===== src/rtl/pipelined_addsub_if.sv =====
// Operand/result bundle for pipelined_addsub.
// The master drives the operands; the adder drives the registered results.
interface pipelined_addsub_if #(
  parameter int unsigned WIDTH = 8,
  parameter int unsigned DIGIT = 2
);
  localparam int unsigned STAGES = (WIDTH + DIGIT - 1) / DIGIT;
  localparam int unsigned CW     = $clog2(STAGES + 1);

  logic             in_valid;
  logic [WIDTH-1:0] a;
  logic [WIDTH-1:0] b;
  logic             cin;
  logic             sub;
  logic [WIDTH-1:0] s;
  logic             cout;
  logic             overflow;
  logic             out_valid;
  logic [CW-1:0]    in_flight;

  modport master (
    output in_valid, a, b, cin, sub,
    input  s, cout, overflow, out_valid, in_flight
  );

  modport slave (
    input  in_valid, a, b, cin, sub,
    output s, cout, overflow, out_valid, in_flight
  );
endinterface


===== src/rtl/pipelined_addsub.sv =====
// Digit-serial pipelined adder/subtractor: stage k resolves DIGIT bits and
// hands its carry to stage k+1; operands and partial sums travel in lockstep.
module pipelined_addsub #(
  parameter int unsigned WIDTH = 8,
  parameter int unsigned DIGIT = 2
) (
  input  logic               clk,
  input  logic               rst,
  input  logic               en,
  pipelined_addsub_if.slave  bus
);
  localparam int unsigned STAGES = (WIDTH + DIGIT - 1) / DIGIT;
  localparam int unsigned CW     = $clog2(STAGES + 1);

  // Ripple bits [lo, hi) into the running sum; returns {carry_out, sum}.
  function automatic logic [WIDTH:0] digit_add(
    input logic [WIDTH-1:0] x,
    input logic [WIDTH-1:0] y,
    input logic [WIDTH-1:0] sin,
    input logic             ci,
    input int unsigned      lo,
    input int unsigned      hi
  );
    logic [WIDTH-1:0] sum;
    logic             c;
    sum = sin;
    c   = ci;
    for (int unsigned i = 0; i < WIDTH; i++) begin
      if (i >= lo && i < hi) begin
        sum[i] = x[i] ^ y[i] ^ c;
        c      = (x[i] & y[i]) | (c & (x[i] ^ y[i]));
      end
    end
    return {c, sum};
  endfunction

  for (genvar k = 0; k < STAGES; k++) begin : g_stg
    localparam int unsigned LO = k * DIGIT;
    localparam int unsigned HI = (k == STAGES - 1) ? WIDTH : LO + DIGIT;

    logic [WIDTH-1:0] a_d;
    logic [WIDTH-1:0] b_d;
    logic [WIDTH-1:0] s_d;
    logic             c_d;
    logic             v_d;
    logic [WIDTH:0]   r;
    logic [WIDTH-1:0] s_q;
    logic             c_q;
    logic             v_q;

    if (k == 0) begin : g_src
      assign a_d = bus.a;
      assign b_d = bus.sub ? ~bus.b : bus.b;
      assign s_d = '0;
      assign c_d = bus.cin;
      assign v_d = bus.in_valid;
    end else begin : g_src
      assign a_d = g_stg[k-1].g_fwd.a_q;
      assign b_d = g_stg[k-1].g_fwd.b_q;
      assign s_d = g_stg[k-1].s_q;
      assign c_d = g_stg[k-1].c_q;
      assign v_d = g_stg[k-1].v_q;
    end

    assign r = digit_add(a_d, b_d, s_d, c_d, LO, HI);

    // Partial sum, carry and valid tag for this stage.
    always_ff @(posedge clk) begin
      if (rst) begin
        s_q <= '0;
        c_q <= 1'b0;
        v_q <= 1'b0;
      end else if (en) begin
        s_q <= r[WIDTH-1:0];
        c_q <= r[WIDTH];
        v_q <= v_d;
      end
    end

    if (k < STAGES - 1) begin : g_fwd
      logic [WIDTH-1:0] a_q;
      logic [WIDTH-1:0] b_q;

      always_ff @(posedge clk) begin
        if (rst) begin
          a_q <= '0;
          b_q <= '0;
        end else if (en) begin
          a_q <= a_d;
          b_q <= b_d;
        end
      end
    end else begin : g_last
      logic ov_q;

      // Carry into the MSB equals a^b'^s at that bit, so overflow needs no extra tap.
      always_ff @(posedge clk) begin
        if (rst) begin
          ov_q <= 1'b0;
        end else if (en) begin
          ov_q <= a_d[WIDTH-1] ^ b_d[WIDTH-1] ^ r[WIDTH-1] ^ r[WIDTH];
        end
      end
    end
  end

  logic          out_v;
  logic [CW-1:0] cnt_q;

  assign out_v = g_stg[STAGES-1].v_q;

  // Population of valid tags: one in per accepted token, one out per delivered result.
  always_ff @(posedge clk) begin
    if (rst) begin
      cnt_q <= '0;
    end else if (en) begin
      cnt_q <= cnt_q + CW'(bus.in_valid) - CW'(out_v);
    end
  end

  assign bus.s         = g_stg[STAGES-1].s_q;
  assign bus.cout      = g_stg[STAGES-1].c_q;
  assign bus.overflow  = g_stg[STAGES-1].g_last.ov_q;
  assign bus.out_valid = out_v;
  assign bus.in_flight = cnt_q;
endmodule


===== src/flat_wrapper.sv =====
// flat-port wrapper written by rule: the top's interface ports become plain ports
module pipelined_addsub_flat 
#(
  parameter int unsigned WIDTH = 8,
  parameter int unsigned DIGIT = 2
)
  (clk, rst, en, bus_in_valid, bus_a, bus_b, bus_cin, bus_sub, bus_s, bus_cout, bus_overflow, bus_out_valid, bus_in_flight);
  pipelined_addsub_if #(.WIDTH(WIDTH), .DIGIT(DIGIT)) bus_i ();
  input  logic clk;
  input  logic rst;
  input  logic en;
  input wire logic [$bits(bus_i.in_valid)-1:0] bus_in_valid;
  input wire logic [$bits(bus_i.a)-1:0] bus_a;
  input wire logic [$bits(bus_i.b)-1:0] bus_b;
  input wire logic [$bits(bus_i.cin)-1:0] bus_cin;
  input wire logic [$bits(bus_i.sub)-1:0] bus_sub;
  output wire logic [$bits(bus_i.s)-1:0] bus_s;
  output wire logic [$bits(bus_i.cout)-1:0] bus_cout;
  output wire logic [$bits(bus_i.overflow)-1:0] bus_overflow;
  output wire logic [$bits(bus_i.out_valid)-1:0] bus_out_valid;
  output wire logic [$bits(bus_i.in_flight)-1:0] bus_in_flight;
  assign bus_i.in_valid = bus_in_valid;
  assign bus_i.a = bus_a;
  assign bus_i.b = bus_b;
  assign bus_i.cin = bus_cin;
  assign bus_i.sub = bus_sub;
  assign bus_s = bus_i.s;
  assign bus_cout = bus_i.cout;
  assign bus_overflow = bus_i.overflow;
  assign bus_out_valid = bus_i.out_valid;
  assign bus_in_flight = bus_i.in_flight;
  pipelined_addsub #(.WIDTH(WIDTH), .DIGIT(DIGIT)) u_core (.clk(clk), .rst(rst), .en(en), .bus(bus_i));
endmodule

===== config.mk =====
export PLATFORM = sky130hd
export DESIGN_NAME = pipelined_addsub_flat
export DESIGN_NICKNAME = d
export VERILOG_FILES = /design/src/rtl/pipelined_addsub_if.sv /design/src/rtl/pipelined_addsub.sv /design/src/flat_wrapper.sv
export SDC_FILE = /design/constraint.sdc
export NUM_CORES = 1
export LEC_CHECK = 0
export CAP_MARGIN = 10
export CORE_MARGIN = 3
export CORE_UTILIZATION = 29
export DETAILED_ROUTE_END_ITERATION = 7
export SLEW_MARGIN = 20
export SYNTH_ARGS = -nofsm -noshare
export SYNTH_HDL_FRONTEND = slang
export SYNTH_SLANG_ARGS = --single-unit

===== constraint.sdc =====
create_clock -name clk -period 4.9 [get_ports clk]
set_input_delay 0.98 -clock clk [delete_from_list [all_inputs] [get_ports clk]]
set_output_delay 0.98 -clock clk [all_outputs]
set_load 0.05 [all_outputs]

## Yosys cells after proc, flatten, opt, wreduce, memory -nomap -nowiden

Index checks and enable logic that the tools add are counted.

| operators by class | value |
|---|---|
| bitwise operators | 43 |
| add/subtract/negate cells | 2 |
| multiplexer cells | 1 |

Operator list:

| operator | number |
|---|---|
| 1-bit XOR | 18 |
| 1-bit bitwise AND | 16 |
| 8-bit 2-to-1 mux | 1 |
| 8-bit inverter | 1 |
| 1-bit OR | 8 |
| 3-bit by 1-bit adder with 3-bit output | 1 |
| 3-bit by 1-bit subtractor with 3-bit output | 1 |

| word-level totals | value |
|---|---|
| input bits | 22 |
| word-level logic and storage cells | 66 |
| flip-flop bits (word level) | 80 |
| output and inout bits | 14 |

## Logic depth before layout (Yosys ltp)

Gate-level depths: netlist (run 1).

| logic depth | value |
|---|---|
| word-level depth | 7 |
| gate-level depth with buffers | 9 |
| gate-level depth less buffers | 9 |

## Worst setup path before layout (run 1)

OpenSTA, ideal clock, no wires.

| path | value |
|---|---|
| kind | in2reg |
| start point | in bus_sub |
| end point | reg u_core.g_stg[0].s_q[1] |
| setup slack | 2515 ps |
| setup time | 117 ps |
| path buffers | 1 |
| arrival | 2268 ps |
| stages | 6 |
| data required time | 4783 ps |
| path through | buf_4 > xor2_1 > fa_1 > fa_1 > mux2i_1 > nor2_1 |

| on the way | value |
|---|---|
| longest elaborated chain between the ends | 5 |
| elaborated cells between the ends (all ways) | 7 |
| classes of those cells | mux (1); bitwise (6) |

Ends and longest elaborated chain:

| element | RTL line | RTL |
|---|---|---|
| from (decl) | flat_wrapper.sv:16 | `input wire logic [$bits(bus_i.sub)-1:0] bus_sub;` |
| 8-bit 2-to-1 mux (*) | pipelined_addsub.sv:53 | `assign b_d = bus.sub ? ~bus.b : bus.b;` |
| 1-bit XOR | pipelined_addsub.sv:31 | `c = (x[i] & y[i]) \| (c & (x[i] ^ y[i]));` |
| 1-bit bitwise AND | pipelined_addsub.sv:31 |  |
| 1-bit OR | pipelined_addsub.sv:31 |  |
| 1-bit XOR (*) | pipelined_addsub.sv:30 | `sum[i] = x[i] ^ y[i] ^ c;` |
| named net u_core.g_stg[0].r[1] | pipelined_addsub.sv:46 | `logic [WIDTH:0] r;` |
| to (signal assigned) | pipelined_addsub.sv:74 | `s_q <= r[WIDTH-1:0];` |
| to (decl) | pipelined_addsub.sv:47 | `logic [WIDTH-1:0] s_q;` |

Mark *: on every way through the listed nets, which the timed path passes. The rest lies on a longest branch.
A chain may end at the register's enable or synchronous reset.

## Worst setup path after layout (run 1)

Same ends and word-level chain as after synthesis.

==> results of run 1 <==
[state kept, by name (all words and copies together), names as in the netlist, 3 cells and up]
name and flops:
u_core.g_stg.v_q 3, u_core.bus.in_flight 3, u_core.bus.s 8, u_core.g_stg.c_q 3
u_core.g_stg.g_fwd.a_q 12, u_core.g_stg.s_q 12, u_core.g_stg.g_fwd.b_q 12
[layout make-up]
cell class	instances	area (um^2)	share of cell area, %
clock buffer	5	68.82	2.439
multi-input combinational	135	1051	37.25
timing repair buffer	35	342.8	12.15
tap	102	127.6	4.523
sequential	56	1121	39.73
clock inverter	3	42.54	1.508
inverter	18	67.56	2.395
[cells in the final DEF, fill, tap and decap left out, types with 3 or more instances in the layout]
cell type         n
xnor2_1           7
dfxtp_1          56
xor2_1            3
clkbuf_8          5
clkdlybuf4s50_1  33
fa_1              9
nor2_1           56
a211oi_1         13
mux2i_1          38
inv_1            18
a211oi_2          4
[power groups by stage]
stage          registers [mW]  logic [mW]  clock network [mW]
6_report                0.494       0.130               0.297
5_1_grt                 0.498       0.144               0.331
4_1_cts                 0.494       0.132               0.312
3_5_place_dp            0.505       0.131                   0
3_3_place_gp            0.504       0.129                   0
2_1_floorplan           0.519      0.0784                   0
[cell families after synthesis]
group	after synthesis	synth area share (%)
compound gates	19	6.869
xor+xnor	10	3.728
fa+ha+maj	11	8.732
buf+inv	33	7.560
flops	56	47.71
mux	38	16.19
simple gates	57	9.212
[per-stage QoR]
stage	hold slack, ns	power (mW)	worst slack, ns	area [um^2]
2_1_floorplan	0.4560	0.5978	2.515	2350
3_3_place_gp	0.4688	0.6326	1.834	2710
3_5_place_dp	0.4689	0.6359	1.795	2710
4_1_cts	0.4838	0.9384	2.127	2821
5_1_grt	0.5013	0.9720	2.075	2821
6_report	0.4852	0.9210	2.118	2821
[worst max-delay path, delay by kind of cell]
kind / cells / cell delay [ns]
muxes: 1 / 0.15
and+or+nand+nor: 1 / 0.05
adders and majority gates: 2 / 0.83
xor gates and xnor gates: 1 / 0.28
buffers and inverters: 1 / 0.65
[routing by layer]
metal	vias up	wire, um
met5	-	0
met4	0	40
met3	4	130
met2	22	1739
li1	778	-
met1	674	2070
[worst min path at each step]
stage | endpoint | slack, ns | cells past startpoint
after global placement | u_core.g_stg[2].s_q[5]$_SDFFE_PP0P_ | 0.47 | 2
after global routing | u_core.bus.s[7]$_SDFFE_PP0P_ | 0.50 | 2
after floorplan | u_core.g_stg[1].s_q[2]$_SDFFE_PP0P_ | 0.46 | 2
final | u_core.bus.s[7]$_SDFFE_PP0P_ | 0.49 | 2
after CTS | u_core.g_stg[1].s_q[3]$_SDFFE_PP0P_ | 0.48 | 2
after detailed placement | u_core.g_stg[1].s_q[3]$_SDFFE_PP0P_ | 0.47 | 2
==> results.txt, run 1 <==
grt met1 use = 13.22%
Final Core Density = 36.14%
final hold violations = 0
layer with the highest usage = met2
actual slew at the worst max-slew pin = 1.054 ns
CTS hold repair buffers = 0
Slew HR = 29.73%
internal power = 690.3 uW
H-tree levels = 2
Setup CP Type = input port to register
register area share after synthesis = 47.71%
Critical Path Start = bus_sub
setup TNS = 0 ns
diodes inserted = 0
Total GRT Usage = 9.303%
Yosys warnings = 0
Nets = 284
worst-path maximum fanout = 8
net switching fraction of the power = 25.05%
Max-cap violations = 0
Core Region = 7807 um^2
# setup viols final = 0
clock share of power = 32.3%
crit path DAT = 2.94 ns
M2 GR Usage = 13.69%
first-pass GRT wire length = 6775 um
largest net degree at the start of global routing = 75
row count = 32
postcts setup bufs = 0
area delta synth->final = 20.07%
fin crit share = 56.78%
maximum clock frequency = 359.4 MHz
main area contributors after synthesis = dfxtp_1 48%, mux2i_1 16%, nor2_1 8.9%
layout cells sized above 1 = 5.952%
WL/cell = 11.25 um
post-synthesis instance total = 224
CP Capture Point = u_core.g_stg[0].s_q[1]$_SDFFE_PP0P_
Starting DRT DRC Count = 76
Post-synth EDFFs = 0
# port buffers = 35
outcome = finished clean
routing usage on met3 = 2.502%
CP max stage delay = 0.65 ns
unrepaired setup endpoints after global routing = false
Seq pwr share = 53.6%
GRT overflow = 0
area leader, netlist = dfxtp_1
synthesized flop and latch total = 56
post-route ant nets = 0
drc violations = 0
CTS resizes = 0
vias in the first global route = 1418
Die H = 96.02 um
VDD IR-drop max = 0.1064 mV
fillers = 804
# clock sinks = 56
gpl congestion = 0.6641
Startpoint Class = input port
part of the power in combinational logic = 14.1%
root buf cell = clkbuf_8
Req. time, crit path = 5.06 ns
Reg clk slew, reported paths = 0.09 ns
r2r endpoint = u_core.bus.in_flight[2]$_SDFFE_PP0P_
Total Wirelength = 3981 um
DIE AREA = 9219 um^2
Crit-path slowest cell = clkdlybuf4s50_1
number of I/O pins = 36
crit path cell chain = clkdlybuf4s50_1 -> xor2_1 -> fa_1 -> fa_1 -> mux2i_1 -> nor2_1
power density cells = 326.4 nW/um^2
Final Skew = 0.008597 ns
HP Start = u_core.bus.s[7]$_SDFFE_PP0P_
CP dominant cell by count = fa_1
reported net switching power = 230.7 uW
TritonCTS clock tree = built
Synth async-reset ratio = 0%
DP HPWL = 2685 um
Initial Util = 30.10%
Synth cell types = 17
Syn Area/Cell = 10.49 um^2
CP endpoint kind = register
Leak = 1.109 nW
R2R depth = 9
Final Instance Count excl. Fillers = 354
vias after detailed routing = 1478
CTS Buf Count = 5
drt via density = 4.175
HP Class = register to register
Final Slew Violations = 0
ys flop type = dfxtp_1
top cell type's share of synthesized area = 47.71%
R2R Setup Slk = 2.97 ns
drt pass-1 iters = 4
minimum clock period = 2.782 ns
die width = 96.02 um
dpl cells = 346
Cell Area, Synth = 2350 um^2
Post-synth top cells = 56 x dfxtp_1, 56 x nor2_1, 38 x mux2i_1, 18 x inv_1, 13 x a211oi_1
FF-to-FF Start = u_core.bus.in_flight[0]$_SDFFE_PP0P_
clk buf depth = 2
Worst-Skew Late Latency = 0.30 ns
syn nets = 257
initial antenna violation count = 0
(Power assumes the default switching activity.)
==> inputs of run 2 (changes only) <==
==> constraint.sdc (replaced) <==
create_clock -name clk -period 2.9 [get_ports clk]
set_input_delay 0.58 -clock clk [delete_from_list [all_inputs] [get_ports clk]]
set_output_delay 0.58 -clock clk [all_outputs]
set_load 0.05 [all_outputs]
==> results.txt, run 2 (synthesis results as in run 1) <==
Final Skew = 0.01451 ns (was 0.008597 ns)
H-tree levels = 2 (unchanged)
row count = 32 (unchanged)
Startpoint Class = register (was input port)
number of I/O pins = 36 (unchanged)
CTS resizes = 0 (unchanged)
initial antenna violation count = 0 (unchanged)
CTS hold repair buffers = 0 (unchanged)
area delta synth->final = 20.98% (was 20.07%)
layout cells sized above 1 = 7.059% (was 5.952%)
# setup viols final = 0 (unchanged)
setup TNS = 0 ns (unchanged)
vias in the first global route = 1422 (was 1418)
outcome = finished clean (unchanged)
unrepaired setup endpoints after global routing = false (unchanged)
Crit-path slowest cell = clkdlybuf4s50_1 (unchanged)
Die H = 96.02 um (unchanged)
VDD IR-drop max = 0.1751 mV (was 0.1064 mV)
drt via density = 4.140 (was 4.175)
worst-path maximum fanout = 4 (was 8)
die width = 96.02 um (unchanged)
Req. time, crit path = 2.32 ns (was 5.06 ns)
Final Core Density = 36.41% (was 36.14%)
gpl congestion = 0.6991 (was 0.6641)
final hold violations = 0 (unchanged)
Max-cap violations = 0 (unchanged)
largest net degree at the start of global routing = 40 (was 75)
Slew HR = 52.20% (was 29.73%)
CTS Buf Count = 5 (unchanged)
clk buf depth = 2 (unchanged)
Final Slew Violations = 0 (unchanged)
crit path DAT = 1.58 ns (was 2.94 ns)
CP max stage delay = 0.85 ns (was 0.65 ns)
Nets = 287 (was 284)
CP endpoint kind = primary output (was register)
# clock sinks = 56 (unchanged)
Worst-Skew Late Latency = 0.31 ns (was 0.30 ns)
WL/cell = 10.96 um (was 11.25 um)
Reg clk slew, reported paths = 0.10 ns (was 0.09 ns)
DP HPWL = 2708 um (was 2685 um)
TritonCTS clock tree = built (unchanged)
post-route ant nets = 0 (unchanged)
DIE AREA = 9219 um^2 (unchanged)
Leak = 1.117 nW (was 1.109 nW)
crit path buf inv count = 1 (unchanged)
# port buffers = 35 (unchanged)
Total Wirelength = 3912 um (was 3981 um)
vias after detailed routing = 1478 (unchanged)
drt pass-1 iters = 4 (unchanged)
most frequent cells in the layout = 56 x nor2_1, 56 x dfxtp_1, 38 x mux2i_1 (unchanged)
maximum clock frequency = 463.0 MHz
actual slew at the worst max-slew pin = 0.7170 ns (was 1.054 ns)
crit path cell chain = clkdlybuf4s50_1 (was clkdlybuf4s50_1 -> xor2_1 -> fa_1 -> fa_1 -> mux2i_1 -> nor2_1)
Total GRT Usage = 9.206% (was 9.303%)
postcts setup bufs = 0 (unchanged)
gate family responsible for the most delay along the worst path = buffers and inverters (was adder cells)
first-pass GRT wire length = 6630 um (was 6775 um)
Setup CP Type = register to primary output (was input port to register)
Starting DRT DRC Count = 49 (was 76)
drc violations = 0 (unchanged)
GRT overflow = 0 (unchanged)
Core Region = 7807 um^2 (unchanged)
minimum clock period = 2.160 ns
root buf cell = clkbuf_8 (unchanged)
Initial Util = 30.10% (unchanged)
fin crit share = 74.48%
HP Class = register to register (unchanged)
diodes inserted = 0 (unchanged)
power density cells = 526.6 nW/um^2 (was 326.4 nW/um^2)
Largest regs = u_core.g_stg.g_fwd.a_q (12), u_core.g_stg.g_fwd.b_q (12), u_core.g_stg.s_q (12) (unchanged)
run 2: changes by cell type in the layout (fill, tap and decap cells not counted), sizes merged:
cell      before  now
clkinvlp       1    2
buf            2    5
clkinv         1    0
clkbuf         5    6
bufinv         1    0
run 2: through the flow:
step                hold WS (ns)  power [mW]  instance area, um^2  worst slack (ns)  std cells
finish                    0.4824       1.497                 2843            0.7401        357
global route              0.5167       1.584                 2843            0.6621        357
CTS                       0.4841       1.532                 2843            0.6958        357
detailed placement        0.4682       1.078                 2745            0.5326        349
global placement          0.4690       1.074                 2745            0.5660        349
floorplan                 0.4560       1.010                 2350            0.7605        224
run 2: power by group:
part	switching, mW	internal (mW)	leakage, nW
clock network	0.247	0.194	0.0434
logic	0.120	0.103	0.615
registers	0.0218	0.811	0.459
total	0.389	1.11	1.12
run 2: cell type report:
cell class / count / area, um^2
clock inverters: 2 / 15.01
fillers: 796 / 4965
flip-flops and latches: 56 / 1121
clock buffers: 6 / 82.58
inverters: 18 / 67.56
repair buffers: 38 / 377.9
multi-input cells: 135 / 1051
well taps: 102 / 127.6
run 2: final timing paths:
| kind | end | slack [ns] | cells after the start | startpoint |
|---|---|---|---|---|
| min | u_core.bus.s[6]$_SDFFE_PP0P_ | 0.48 | 2 | u_core.bus.s[6]$_SDFFE_PP0P_ |
| max reg2reg | u_core.bus.in_flight[2]$_SDFFE_PP0P_ | 1.01 | 9 | u_core.bus.in_flight[0]$_SDFFE_PP0P_ |
| min reg2reg | u_core.bus.s[6]$_SDFFE_PP0P_ | 0.48 | 2 | u_core.bus.s[6]$_SDFFE_PP0P_ |
| max | bus_in_flight[1] | 0.74 | 1 | u_core.bus.in_flight[1]$_SDFFE_PP0P_ |
run 2: metal layers:
metal  part of all wire [%]  global-route usage (%)
met1                     53                   13.23
met2                     42                   13.05
met3                    4.7                   2.658
met4                   0.64                   3.199
met5                      0                       0
run 2: worst min-delay path: stages (launching register included):
cell	delay (ns)
dfxtp_1	0.32
nor2_1	0.08
a211oi_1	0.04
